[config.mk]
export PLATFORM = sky130hd
export DESIGN_NAME = switch_debounce
export DESIGN_NICKNAME = d
export VERILOG_FILES = /design/src/rtl/switch_debounce.sv
export SDC_FILE = /design/constraint.sdc
export NUM_CORES = 1
export LEC_CHECK = 0
export ABC_AREA = 1
export BUFFER_PORTS_ARGS = -buffer_cell sky130_fd_sc_hd__buf_2
export CAP_MARGIN = 20
export CORE_AREA = 2 2 142 144
export CTS_CLUSTER_SIZE = 14
export DETAILED_ROUTE_END_ITERATION = 12
export DIE_AREA = 0 0 144 146
export HOLD_SLACK_MARGIN = 0.12
export PLACE_DENSITY = 0.67
export RECOVER_POWER = 100
export SKIP_CTS_REPAIR_TIMING = 1
export SYNTH_ARGS = -nofsm -noshare
export SYNTH_HDL_FRONTEND = slang
export SYNTH_SLANG_ARGS = --single-unit
[constraint.sdc]
create_clock -name clk_100MHz -period 2 [get_ports clk_100MHz]
set_input_delay 0 -clock clk_100MHz [delete_from_list [all_inputs] [get_ports clk_100MHz]]
set_output_delay 0 -clock clk_100MHz [all_outputs]
set_load 0.1 [all_outputs]
[src/rtl/switch_debounce.sv]
// Slide-switch conditioner: two-flop synchronizer, per-bit debounce counter,
// rise/fall pulses and a sticky change mask with acknowledge.
module switch_debounce #(
    parameter int unsigned WIDTH           = 8,
    parameter int unsigned DEBOUNCE_CYCLES = 1000000,
    parameter int unsigned CNT_W           = 20
) (
    input  logic             clk_100MHz,
    input  logic             reset,
    input  logic [WIDTH-1:0] sw_raw,
    input  logic             change_ack,
    output logic [WIDTH-1:0] sw_stable,
    output logic [WIDTH-1:0] sw_rise,
    output logic [WIDTH-1:0] sw_fall,
    output logic [WIDTH-1:0] change_mask,
    output logic             change_pending
);

    localparam logic [CNT_W-1:0] TERM_CNT = CNT_W'(DEBOUNCE_CYCLES - 1);

    logic [WIDTH-1:0] s1_q, s2_q;
    logic [CNT_W-1:0] cnt_q [WIDTH];
    logic [CNT_W-1:0] cnt_d [WIDTH];
    logic [WIDTH-1:0] stable_q, stable_d;
    logic [WIDTH-1:0] rise_q, rise_d;
    logic [WIDTH-1:0] fall_q, fall_d;
    logic [WIDTH-1:0] mask_q, mask_d;
    logic             pending_q;

    always_comb begin
        stable_d = stable_q;
        rise_d   = '0;
        fall_d   = '0;
        for (int i = 0; i < WIDTH; i++) begin
            cnt_d[i] = '0;
            // Counting only while the synchronized level disagrees with the accepted one.
            if (s2_q[i] != stable_q[i]) begin
                if (cnt_q[i] == TERM_CNT) begin
                    stable_d[i] = s2_q[i];
                    rise_d[i]   = s2_q[i];
                    fall_d[i]   = ~s2_q[i];
                end else begin
                    cnt_d[i] = cnt_q[i] + CNT_W'(1);
                end
            end
        end
        // New bits survive a coincident ack so no change is lost.
        mask_d = (change_ack ? '0 : mask_q) | rise_d | fall_d;
    end

    always_ff @(posedge clk_100MHz) begin
        if (reset) begin
            s1_q      <= '0;
            s2_q      <= '0;
            stable_q  <= '0;
            rise_q    <= '0;
            fall_q    <= '0;
            mask_q    <= '0;
            pending_q <= 1'b0;
            for (int i = 0; i < WIDTH; i++) begin
                cnt_q[i] <= '0;
            end
        end else begin
            s1_q      <= sw_raw;
            s2_q      <= s1_q;
            stable_q  <= stable_d;
            rise_q    <= rise_d;
            fall_q    <= fall_d;
            mask_q    <= mask_d;
            pending_q <= |mask_d;
            for (int i = 0; i < WIDTH; i++) begin
                cnt_q[i] <= cnt_d[i];
            end
        end
    end

    assign sw_stable      = stable_q;
    assign sw_rise        = rise_q;
    assign sw_fall        = fall_q;
    assign change_mask    = mask_q;
    assign change_pending = pending_q;

endmodule

* Word-level counts from Yosys, hierarchy flattened
Memories as Yosys holds them, arrays and structs flattened.
Cells that the tools add are included.
** Storage, ports and cells
- Flip-flop bits (word level) :: 49
- Bits in latches :: 0
- Memory bits (read-only) :: 0
- Word-level logic and storage cells :: 126
- Output and inout bits :: 33
- RAM bits :: 160
- Memories :: 1
- Input bits :: 11
** Memory list
- cnt_q :: words 8, width 20, rd ports 8, clocked after memory_dff 0, wr ports 8, line 22 : logic [CNT_W-1:0] cnt_q [WIDTH];
** Cells by class
- Add/subtract/negate cells :: 8
- Div/mod/pow operators :: 0
- Eq/ne operators :: 16
- Shifts and indexed selects :: 0
- $mul :: 0
- $lt $le $gt $ge :: 0
- Reduce and logical (&&, ||, !) cells :: 9
- Mux-type cells :: 60
- Bitwise logic cells :: 18
** Operators with widths (number)
- $mux W20 :: 24
- $add A20 B1 Y20 const B :: 8
- $eq A20 B20 Y1 const B :: 8
- $mux W1 :: 35
- $or A8 B8 Y8 :: 2
- $reduce_and A2 Y1 :: 8
- $mux W8 :: 1
- $ne A1 B1 Y1 :: 8
- $not A1 Y1 :: 8
- $or A1 B1 Y1 :: 8
- $reduce_or A8 Y1 :: 1

* Logic depth before layout (Yosys ltp)
Gate-level depths: netlist of run 1.
- Depth after elaboration :: 6
- Depth in mapped cells :: 11
- Gate-level depth less buffers :: 11

* Worst setup path before layout of run 1
OpenSTA, ideal clock, no wires.
- Path type :: reg-to-reg
- From :: reg stable_q[2] (netlist: sw_stable[2])
- To :: mem cnt_q[2][9] (netlist: cnt_q[0][49])
- Required time :: 1.930 ns
- Data arrival time :: 1.861 ns
- Path buffers :: 1
- Slack :: 0.069 ns
- Setup time :: 0.070 ns
- Period minus slack after synthesis :: 1.931 ns
- Stages on the path, launching flop included :: 7
- Cells stage by stage :: dfxtp_1 > xor2_1 > inv_1 > nor2_1 > nand2_2 > buf_4 > a21oi_1
** RTL lines
- from (decl) :: line 24 : logic [WIDTH-1:0] stable_q, stable_d;
- from (signal assigned) :: line 66 : stable_q <= stable_d;
- to (decl) :: line 22

==> results of run 1 <==
## registers in the layout (all words and copies together), names as in the netlist
register and count:
change_mask 8, change_pending 1, cnt_q 160, s1_q 8, s2_q 8, sw_fall 8, sw_rise 8, sw_stable 8
## tightest hold or removal path: cells and delay by family
family | cells | cell delay [ps]
buf+inv | 3 | 640
simple gates | 1 | 60
## through the flow
stage / hold slack (ps) / total power, W / setup WS (ps) / util [%]
after floorplan: 107 / 0.00435 / 69.0 / -
after global placement: 197 / 0.00439 / 319 / 52.1
after detailed placement: 209 / 0.00439 / 293 / 52.1
after CTS: -329 / 0.00896 / 281 / 56.4
after global routing: 227 / 0.00916 / 44.7 / 56.5
final: 223 / 0.00888 / 201 / 56.5
## cell usage after synthesis, types with 10 or more instances
cell,count
xor2_1,41
nor3b_1,10
dfxtp_1,209
nand3_2,11
nor2_2,15
xnor2_1,21
a21oi_1,67
o21ai_0,26
nand2_1,226
inv_1,170
or2_2,14
nand3_1,66
nor2_1,231
nor3_2,11
nor3_1,58
nand4_1,48
## cells by family (layout without fill, tap and decap cells)
family                   count (synthesis)  in the layout  share of synthesized area (%)
flip-flops                             209            209                           43.8
buffers and inverters                  188            281                           7.78
AO/OA/AOI/OAI                          104            104                           5.77
AND/OR/NAND/NOR                        725            725                           35.9
adder cells (fa/ha/maj)                  8              8                           1.05
XOR/XNOR                                62             62                           5.69
## final cells by class
cell class | instances | area, um^2
Fill cell | 1849 | 8400
Clock inverter | 8 | 98.8
Timing Repair Buffer | 62 | 357
Clock buffer | 36 | 747
Multi-Input combinational cell | 899 | 4560
Tap cell | 265 | 332
Inverter | 175 | 657
Sequential cell | 209 | 4180
## power by group through the flow
stage	Clock [W]	Sequential, W	Combinational, W
finish	0.00456	0.00420	0.000120
detailed placement	0	0.00429	0.000106
global route	0.00482	0.00420	0.000136
global placement	0	0.00429	0.000105
CTS	0.00466	0.00420	0.000107
floorplan	0	0.00428	0.0000695
## metal layers
layer | vias up | global-route usage, %
met5 | - | 0
met4 | 0 | 4.61
met3 | 29 | 3.29
met2 | 134 | 31.2
met1 | 3659 | 26.1
li1 | 4304 | -
## worst min path at each step
| stage | start | endpoint | slack, ps | depth (start not counted) |
|---|---|---|---|---|
| floorplan | sw_raw[0] | s1_q[0] | 110 | 2 |
| global placement | sw_raw[6] | s1_q[6] | 200 | 3 |
| detailed placement | sw_raw[0] | s1_q[0] | 210 | 3 |
| CTS | sw_raw[0] | s1_q[0] | -330 | 3 |
| global route | sw_raw[2] | s1_q[2] | 230 | 4 |
| finish | sw_raw[0] | s1_q[0] | 220 | 4 |
==> out/results.ini, run 1 <==
[status]
status = completed

[placed_design]
hpwl_um = 14400
dp_cells = 1598
placed_area_um2 = 10100
gp_congestion = 0.843
portBuffers = 43

[power]
p_per_area_nw_per_um2 = 812
clkPwrFrac_pct = 51.4
leakagePower_nw = 3.88
power.share.sequential_pct = 47.3
worst_ir_drop_vdd_uv = 664
switching_share_pct = 20.4
switching_power_w = 0.00181
p_comb_share_pct = 1.4
internal-power_w = 0.00706

[routing]
antenna_left = 0
drt_first_iter_violations = 399
highest_layer = met4
dr.pass1.iters = 7
met1_length_um = 9520
wl_met3_um = 847
routedWlPerCell_um = 12.0
routed_wl_um = 19800
drc = 0
viasPerCell = 4.91
vias = 8126
wl_met2_um = 9050

[sta]
final.setup.tns_ps = 0
layout_min_cycle_time_ps = 1800
rsz0062_at_grt = false
achievable-frequency_mhz = 556
slew_viol_final = 0
relSlewSlack_pct = 21.0
worst_slew_pin_slew_ps = 1190
setup_viol = 0
finClkSkew_ps = 15.6
hold_viol = 0
layout_worst_path_cycle_share_pct = 90.0

[critical_path]
cp_num_cells = 6
path_max_fanout = 14
required_ps = 2430
path_delay_family = simple AND/OR/NAND/NOR gates
r2r-start = cnt_q[0][60]
crit_end = cnt_q[0][73]
cp_cell_sequence = ha_1 > nand3_1 > nor3_1 > nor2_1 > inv_2 > a21oi_1
worstPathArrival_ps = 2230
ff2ff_path_depth = 6
worst_path_largest_cell_delay_ps = 390
crit_start = cnt_q[0][60]
crit_type = register to register
startpoint_type = register
worstReg2RegEnd = cnt_q[0][73]
cp_slowest_cell = nor2_1
r2r_setup_slack_ps = 200
critPathCaptureType = register
critPathBufInv = 1

[layout]
syn_to_final_growth_pct = 14.6
layout.cells.non_filler = 1654
final_nets = 1390
layout_commonest_cell = nor2_1
diodes = 0
final_cell_mix = nor2_1, nand2_1, dfxtp_1, inv_1, nand3_1
finish.instance_area_um2 = 10900
layout-drive-gt1-share_pct = 10.1

[yosys]
synth_top_area_share_pct = 43.8
ys.flop_type = dfxtp_1
synthCells = 1296
yosys.cell_types.count = 41
async_flop_share_pct = 0
synth_area_leaders = dfxtp_1, nor2_1, nand2_1, inv_1, xor2_1
yosysWarnings = 0
yosys.area.top_type = dfxtp_1
synth-seq-cells = 209
synthesis.nets = 1315
synth-edff-count = 0
syn_area_um2 = 9540
avgSynthCellArea_um2 = 7.36
ys_seq_area_share_pct = 43.8

[clock_tree]
path_clk_slew_ps = 60
cts_tree = yes
numCtsBuffers = 24
cts_root_buf = clkbuf_16
cts_max_level = 1
clock_path_buffers = 3
cts.sink_count = 209
clk_latency_ps = 510

[hold_path]
hold_path_class = primary input to register

[die]
io-pin-count = 44
die_h_um = 146
num_rows = 51
die_x_um = 144
start_util_pct = 49.3
die_area_um2 = 21000
core_um2 = 19300

[grt]
gr-usage-all-layers_pct = 19.0
grt_max_degree = 22
first_global_vias = 7509
antenna_found_initial = 0
grt_pass1_wl_um = 33800
overflow = 0

[job]
drv_cap = 0

(Power assumes the default switching activity.)
==> run 2, diff against run 1 <==
--- a/config.mk
+++ b/config.mk
@@ -5,13 +5,12 @@
 export SDC_FILE = /design/constraint.sdc
 export NUM_CORES = 1
 export LEC_CHECK = 0
-export ABC_AREA = 1
 export BUFFER_PORTS_ARGS = -buffer_cell sky130_fd_sc_hd__buf_2
 export CAP_MARGIN = 20
-export CORE_AREA = 2 2 142 144
+export CORE_AREA = 2 2 135 137
 export CTS_CLUSTER_SIZE = 14
 export DETAILED_ROUTE_END_ITERATION = 12
-export DIE_AREA = 0 0 144 146
+export DIE_AREA = 0 0 137 139
 export HOLD_SLACK_MARGIN = 0.12
 export PLACE_DENSITY = 0.67
 export RECOVER_POWER = 100
==> out/results.ini, run 2 <==
[status]
status = finished with violations
violations = setup timing

[sta]
achievable-frequency_mhz = 474  ; -15%
worst_slew_pin_slew_ps = 1180  ; -5.44 ps
layout_min_cycle_time_ps = 2110  ; +311 ps
hold_viol = 0  ; unchanged
layout_setup_ws_ps = -110  ; -311 ps
setup_viol = 57  ; +57
layout_worst_path_cycle_share_pct = 105  ; +16 points
relSlewSlack_pct = 21.4  ; +0.36 points
rsz0062_at_grt = true
slew_viol_final = 0  ; unchanged
finClkSkew_ps = 5.50  ; -10.1 ps

[grt]
grt_pass1_wl_um = 27900  ; -18%
first_global_vias = 6146  ; -18%
gr-usage-all-layers_pct = 17.3  ; -1.7 points
overflow = 0  ; unchanged
antenna_found_initial = 0  ; unchanged
top_usage_layer = met2
grtUsageMet3_pct = 3.65  ; +0.36 points
met2_usage_pct = 28.1  ; -3.1 points
use_met1_pct = 23.3  ; -2.7 points
grt_max_degree = 35  ; +59%

[layout]
final_nets = 1105  ; -21%
fillers = 1525  ; -18%
finish.instance_area_um2 = 10700  ; -2.0%
largest_register = cnt_q
final_cell_mix = dfxtp_1, nor2_1, xnor2_1, xor2_1, buf_4
layout_commonest_cell = dfxtp_1
layout-drive-gt1-share_pct = 16.4  ; +6.3 points
syn_to_final_growth_pct = 23.6
largest_reg_flops = 160  ; unchanged
diodes = 0  ; unchanged

[critical_path]
startpoint_type = register
worstPathArrival_ps = 2500  ; +270 ps
required_ps = 2390  ; -40 ps
path_delay_family = simple AND/OR/NAND/NOR gates
critPathBufInv = 0  ; -1
cp_cell_sequence = or4b_4 > or4_4 > or2_4 > mux2i_1 > nor2_1
worst_path_largest_cell_delay_ps = 580  ; +190 ps
crit_type = register to register
critPathCaptureType = register
cp_slowest_cell = or4_4
path_max_fanout = 6  ; -8

[clock_tree]
path_clk_slew_ps = 60  ; about the same
numCtsBuffers = 23  ; -4.2%
cts.sink_count = 209  ; unchanged
cts_tree = yes
cts_root_buf = clkbuf_16
cts_max_level = 1  ; unchanged
clk_latency_ps = 490  ; -20 ps
clock_path_buffers = 3  ; unchanged

[yosys]
synth-edff-count = 0  ; unchanged
synth_top_area_share_pct = 48.3  ; +4.4 points
yosys.cell_types.count = 51  ; +24%
ys.flop_type = dfxtp_1
yosysWarnings = 0  ; unchanged
synthCells = 953  ; -26%
ys_seq_area_share_pct = 48.3  ; +4.4 points
synth_common_cells = dfxtp_1, nor2_1, xnor2_1
avgSynthCellArea_um2 = 9.09  ; +24%
synth.most_common_cell = dfxtp_1
synth-seq-cells = 209  ; unchanged
yosys.area.top_type = dfxtp_1
synth_area_leaders = dfxtp_1, nor2_1, xnor2_1, xor2_1, nand3_1
async_flop_share_pct = 0  ; unchanged
syn_area_um2 = 8670  ; -9.2%
synthesis.nets = 972  ; -26%

[power]
p_per_area_nw_per_um2 = 781  ; -3.8%
leakagePower_nw = 3.65  ; -6.0%
power.share.sequential_pct = 50.2  ; +2.9 points
worst_ir_drop_vdd_uv = 680  ; +2.5%
switching_power_w = 0.00167  ; -8.1%
clkPwrFrac_pct = 48.1  ; -3.3 points
fin_total_pwr_w = 0.00837  ; -5.7%
switching_share_pct = 19.9  ; -0.51 points
internal-power_w = 0.00670  ; -5.1%
p_comb_share_pct = 1.7  ; +0.3 points

[job]
drv_cap = 0  ; unchanged

[die]
io-pin-count = 44  ; unchanged
die_x_um = 137  ; -4.9%
die_area_um2 = 19000  ; -9.4%
num_rows = 49  ; -3.9%
die_h_um = 139  ; -4.8%
start_util_pct = 49.1  ; -0.26 points
core_um2 = 17700  ; -8.7%

[routing]
drc = 0  ; unchanged
antenna_left = 0  ; unchanged
dr.pass1.iters = 5  ; -2
vias = 6638  ; -18%
routed_wl_um = 16800  ; -15%
viasPerCell = 4.99  ; +1.7%
drt_first_iter_violations = 203  ; -49%
routedWlPerCell_um = 12.7  ; +5.7%

[hold_path]
hold_path_class = primary input to register

[placed_design]
gp_congestion = 0.830  ; -1.5%
placed_area_um2 = 9660  ; -4.0%
hpwl_um = 11100  ; -23%
portBuffers = 43  ; unchanged

-- run 2: changes by cell type in the layout (fill, tap and decap cells not counted), moves of 18 or more --
cell     change
a21oi_1     -62
and3_1      +20
buf_4       +60
inv_1      -144
nand2_1    -172
nand3_1     -18
nor2_1      -45
nor2b_1     +24
nor3_1      -33
o21ai_0     -26
xnor2_1     +64
xor2_1      +26
-- run 2: worst paths after layout --
path,startpoint,to,slack (ps),cells past startpoint
hold / removal,sw_raw[6],s1_q[6],240,3
setup reg to reg,cnt_q[0][12],sw_stable[0],-110,5
setup / recovery,cnt_q[0][12],sw_stable[0],-110,5
hold reg to reg,s1_q[0],s2_q[0],430,1
-- run 2: kinds of logic (layout without fill, tap and decap cells) --
logic type                 count (synthesis)  after routing  synth area share (%)
and+or+nand+nor                          510            511                  30.4
muxes                                      6              6                 0.693
buffers and inverters                     53            199                  2.83
adders and majority gates                  8              8                  1.15
AOI/OAI and AO/OA                         15             15                  1.31
xor gates and xnor gates                 152            152                  15.4
DFF                                      209            209                  48.3
-- run 2: layout make-up --
class | instances | area, um^2 | area share (%)
Clock buffer | 35 | 681 | 6.35
Clock inverter | 4 | 45.0 | 0.421
Inverter | 27 | 101 | 0.946
Multi-Input combinational cell | 692 | 4450 | 41.5
Sequential cell | 209 | 4190 | 39.1
Tap cell | 229 | 287 | 2.67
Timing Repair Buffer | 133 | 958 | 8.95
-- run 2: worst min-delay path, cell delays in order --
cell,delay [ps]
dlygate4sd3_1,510
buf_2,90
nor2b_1,100
-- run 2: metrics by stage --
step           setup slack, ps  std cells  utilization [%]  setup TNS [ps]  hold WS, ps
2_1_floorplan            -28.3        953                -            -260          128
3_3_place_gp             -85.0       1275             54.7           -3360          206
3_5_place_dp              -134       1275             54.7           -6130          216
4_1_cts                   -158       1314             58.8           -7150         -299
5_1_grt                   -143       1329             60.7           -8840          261
6_report                  -110       1329             60.7           -2280          245
-- run 2: power groups by stage --
stage / clock network, W / registers [W] / logic, W
floorplan: 0 / 0.00429 / 0.0000671
global placement: 0 / 0.00429 / 0.000110
detailed placement: 0 / 0.00429 / 0.000111
CTS: 0.00413 / 0.00420 / 0.000111
global route: 0.00429 / 0.00420 / 0.000153
finish: 0.00403 / 0.00420 / 0.000141
-- run 2: metal layers --
metal	share of wire [%]	vias up
met4	1.9	0
met5	0	-
li1	-	3462
met2	46	72
met1	49	3076
met3	3.7	28
==> run 3, diff against run 2 <==
--- a/config.mk
+++ b/config.mk
@@ -8,9 +8,11 @@
 export BUFFER_PORTS_ARGS = -buffer_cell sky130_fd_sc_hd__buf_2
 export CAP_MARGIN = 20
 export CORE_AREA = 2 2 135 137
+export CTS_BUF_LIST = sky130_fd_sc_hd__clkbuf_2
 export CTS_CLUSTER_SIZE = 14
 export DETAILED_ROUTE_END_ITERATION = 12
 export DIE_AREA = 0 0 137 139
+export GPL_ROUTABILITY_DRIVEN = 0
 export HOLD_SLACK_MARGIN = 0.12
 export PLACE_DENSITY = 0.67
 export RECOVER_POWER = 100
==> out/results.ini, run 3 (synthesis results as in run 2) <==
[status]
status = finished with violations
violations = setup timing

[power]
p_comb_share_pct = 2.2  ; +0.5 points
fin_total_pwr_w = 0.00706  ; -16%
switching_power_w = 0.00171  ; +2.8%
switching_share_pct = 24.2  ; +4.3 points
p_per_area_nw_per_um2 = 667  ; -15%
internal-power_w = 0.00535  ; -20%
power.share.sequential_pct = 59.4  ; +9.2 points
clkPwrFrac_pct = 38.4  ; -9.7 points
leakagePower_nw = 3.85  ; +5.6%
worst_ir_drop_vdd_uv = 422  ; -38%

[sta]
relSlewSlack_pct = 22.0  ; +0.64 points
layout_setup_ws_ps = -69.2  ; +40.6 ps
slew_viol_final = 0  ; unchanged
layout_min_cycle_time_ps = 2070  ; -40.6 ps
achievable-frequency_mhz = 483  ; +2.0%
worst_slew_pin_slew_ps = 1170  ; -19.0 ps
rsz0062_at_grt = true
setup_viol = 69  ; +21%
hold_viol = 0  ; unchanged
finClkSkew_ps = 20.8  ; +15.3 ps
layout_worst_path_cycle_share_pct = 103  ; -2.0 points

[routing]
wl_met2_um = 7780  ; +0.88%
routed_wl_um = 17000  ; +1.1%
met1_length_um = 8180  ; +0.28%
viasPerCell = 4.91  ; -1.7%
wl_met3_um = 758  ; +21%
drt_first_iter_violations = 228  ; +12%
routedWlPerCell_um = 12.2  ; -3.7%
vias = 6850  ; +3.2%
antenna_left = 0  ; unchanged
highest_layer = met4
drc = 0  ; unchanged
dr.pass1.iters = 4  ; -1

[critical_path]
worstPathArrival_ps = 2740  ; +240 ps
worst_path_largest_cell_delay_ps = 550  ; -30 ps
critPathCaptureType = register
cp_slowest_cell = or4_4
required_ps = 2680  ; +290 ps
startpoint_type = register
cp_cell_sequence = or4b_4 > or4_4 > or2_4 > mux2i_1 > nor2_1
path_max_fanout = 8  ; +2
crit_type = register to register

[clock_tree]
cts_root_buf = clkbuf_2
clock_path_buffers = 3  ; unchanged
numCtsBuffers = 54  ; +130%
cts_max_level = 2  ; +1
clk_latency_ps = 790  ; +300 ps
path_clk_slew_ps = 90  ; +30 ps
cts.sink_count = 209  ; unchanged
cts_tree = yes

[grt]
overflow = 0  ; unchanged
first_global_vias = 6326  ; +2.9%
grt_pass1_wl_um = 28200  ; +1.4%
grt_max_degree = 35  ; unchanged
gr-usage-all-layers_pct = 17.9  ; +0.52 points
antenna_found_initial = 1  ; +1

[die]
die_area_um2 = 19000  ; unchanged
io-pin-count = 44  ; unchanged
die_x_um = 137  ; unchanged
start_util_pct = 49.1  ; unchanged
die_h_um = 139  ; unchanged
core_um2 = 17700  ; unchanged
num_rows = 49  ; unchanged

[placed_design]
dp_cells = 1275  ; unchanged
placed_area_um2 = 9660  ; unchanged
portBuffers = 43  ; unchanged
dp_slack_ps = -134  ; unchanged
hpwl_um = 11100  ; unchanged

[layout]
finish.instance_area_um2 = 10600  ; -1.1%
layout_commonest_cell = dfxtp_1
final_nets = 1151  ; +4.2%
largest_reg_flops = 160  ; unchanged
final_cell_mix = dfxtp_1, nor2_1, xnor2_1, clkbuf_2, buf_4
largest_register = cnt_q
layout.cells.non_filler = 1395  ; +5.0%
layout-drive-gt1-share_pct = 22.3  ; +6.0 points
syn_to_final_growth_pct = 22.2

[job]
drv_cap = 0  ; unchanged

[hold_path]
hold_path_class = primary input to register

[run 3: changes by cell type in the layout (fill, tap and decap cells not counted), sizes merged]
| cell | change |
|---|---|
| buf | +39 |
| bufinv | -1 |
| clkbuf | +11 |
| diode | +1 |
| dlygate4sd3 | +13 |
| inv | +1 |
| nand2 | +2 |
[run 3: layer usage]
layer	GRT usage, %	vias up
met4	6.84	0
met1	23.3	3140
met5	0	-
met3	5.48	30
met2	27.7	90
li1	-	3590
[run 3: critical path: cells and delay by family, from the launching register on]
kind             cells  cell delay, ps
and+or+nand+nor      4            1480
DFF                  1             320
muxes                1             170
[run 3: final cells by class]
cell class	count	area, um^2
inverters	27	101
well taps	229	287
multi-input cells	694	4440
clock buffers	85	425
fillers	1586	7070
repair buffers	146	1120
flip-flops and latches	209	4200
clock inverters	4	15.0
diodes	1	2.50
[run 3: final timing paths]
| path | from | to | slack, ps | depth (start not counted) |
|---|---|---|---|---|
| worst min register to register | s1_q[5] | s2_q[5] | 430 | 1 |
| worst max register to register | cnt_q[0][15] | sw_stable[0] | -70 | 5 |
| worst min-delay path | change_ack | change_mask[0] | 240 | 4 |
| worst max-delay path | cnt_q[0][15] | sw_stable[0] | -70 | 5 |
[run 3: power by group through the flow]
stage / clock (W) / combinational (W) / sequential, W
3_3_place_gp: 0 / 0.000110 / 0.00429
5_1_grt: 0.00306 / 0.000173 / 0.00420
2_1_floorplan: 0 / 0.0000671 / 0.00429
4_1_cts: 0.00286 / 0.000112 / 0.00419
6_report: 0.00271 / 0.000158 / 0.00419
3_5_place_dp: 0 / 0.000111 / 0.00429
[run 3: stage by stage]
stage                     TNS (ps)  utilization (%)  hold slack, ps
after floorplan               -260                -             128
after global placement       -3360             54.7             206
after detailed placement     -6130             54.7             216
after CTS                    -7030             57.2            -676
after global routing         -7380             60.0             194
final                        -1860             60.0             237
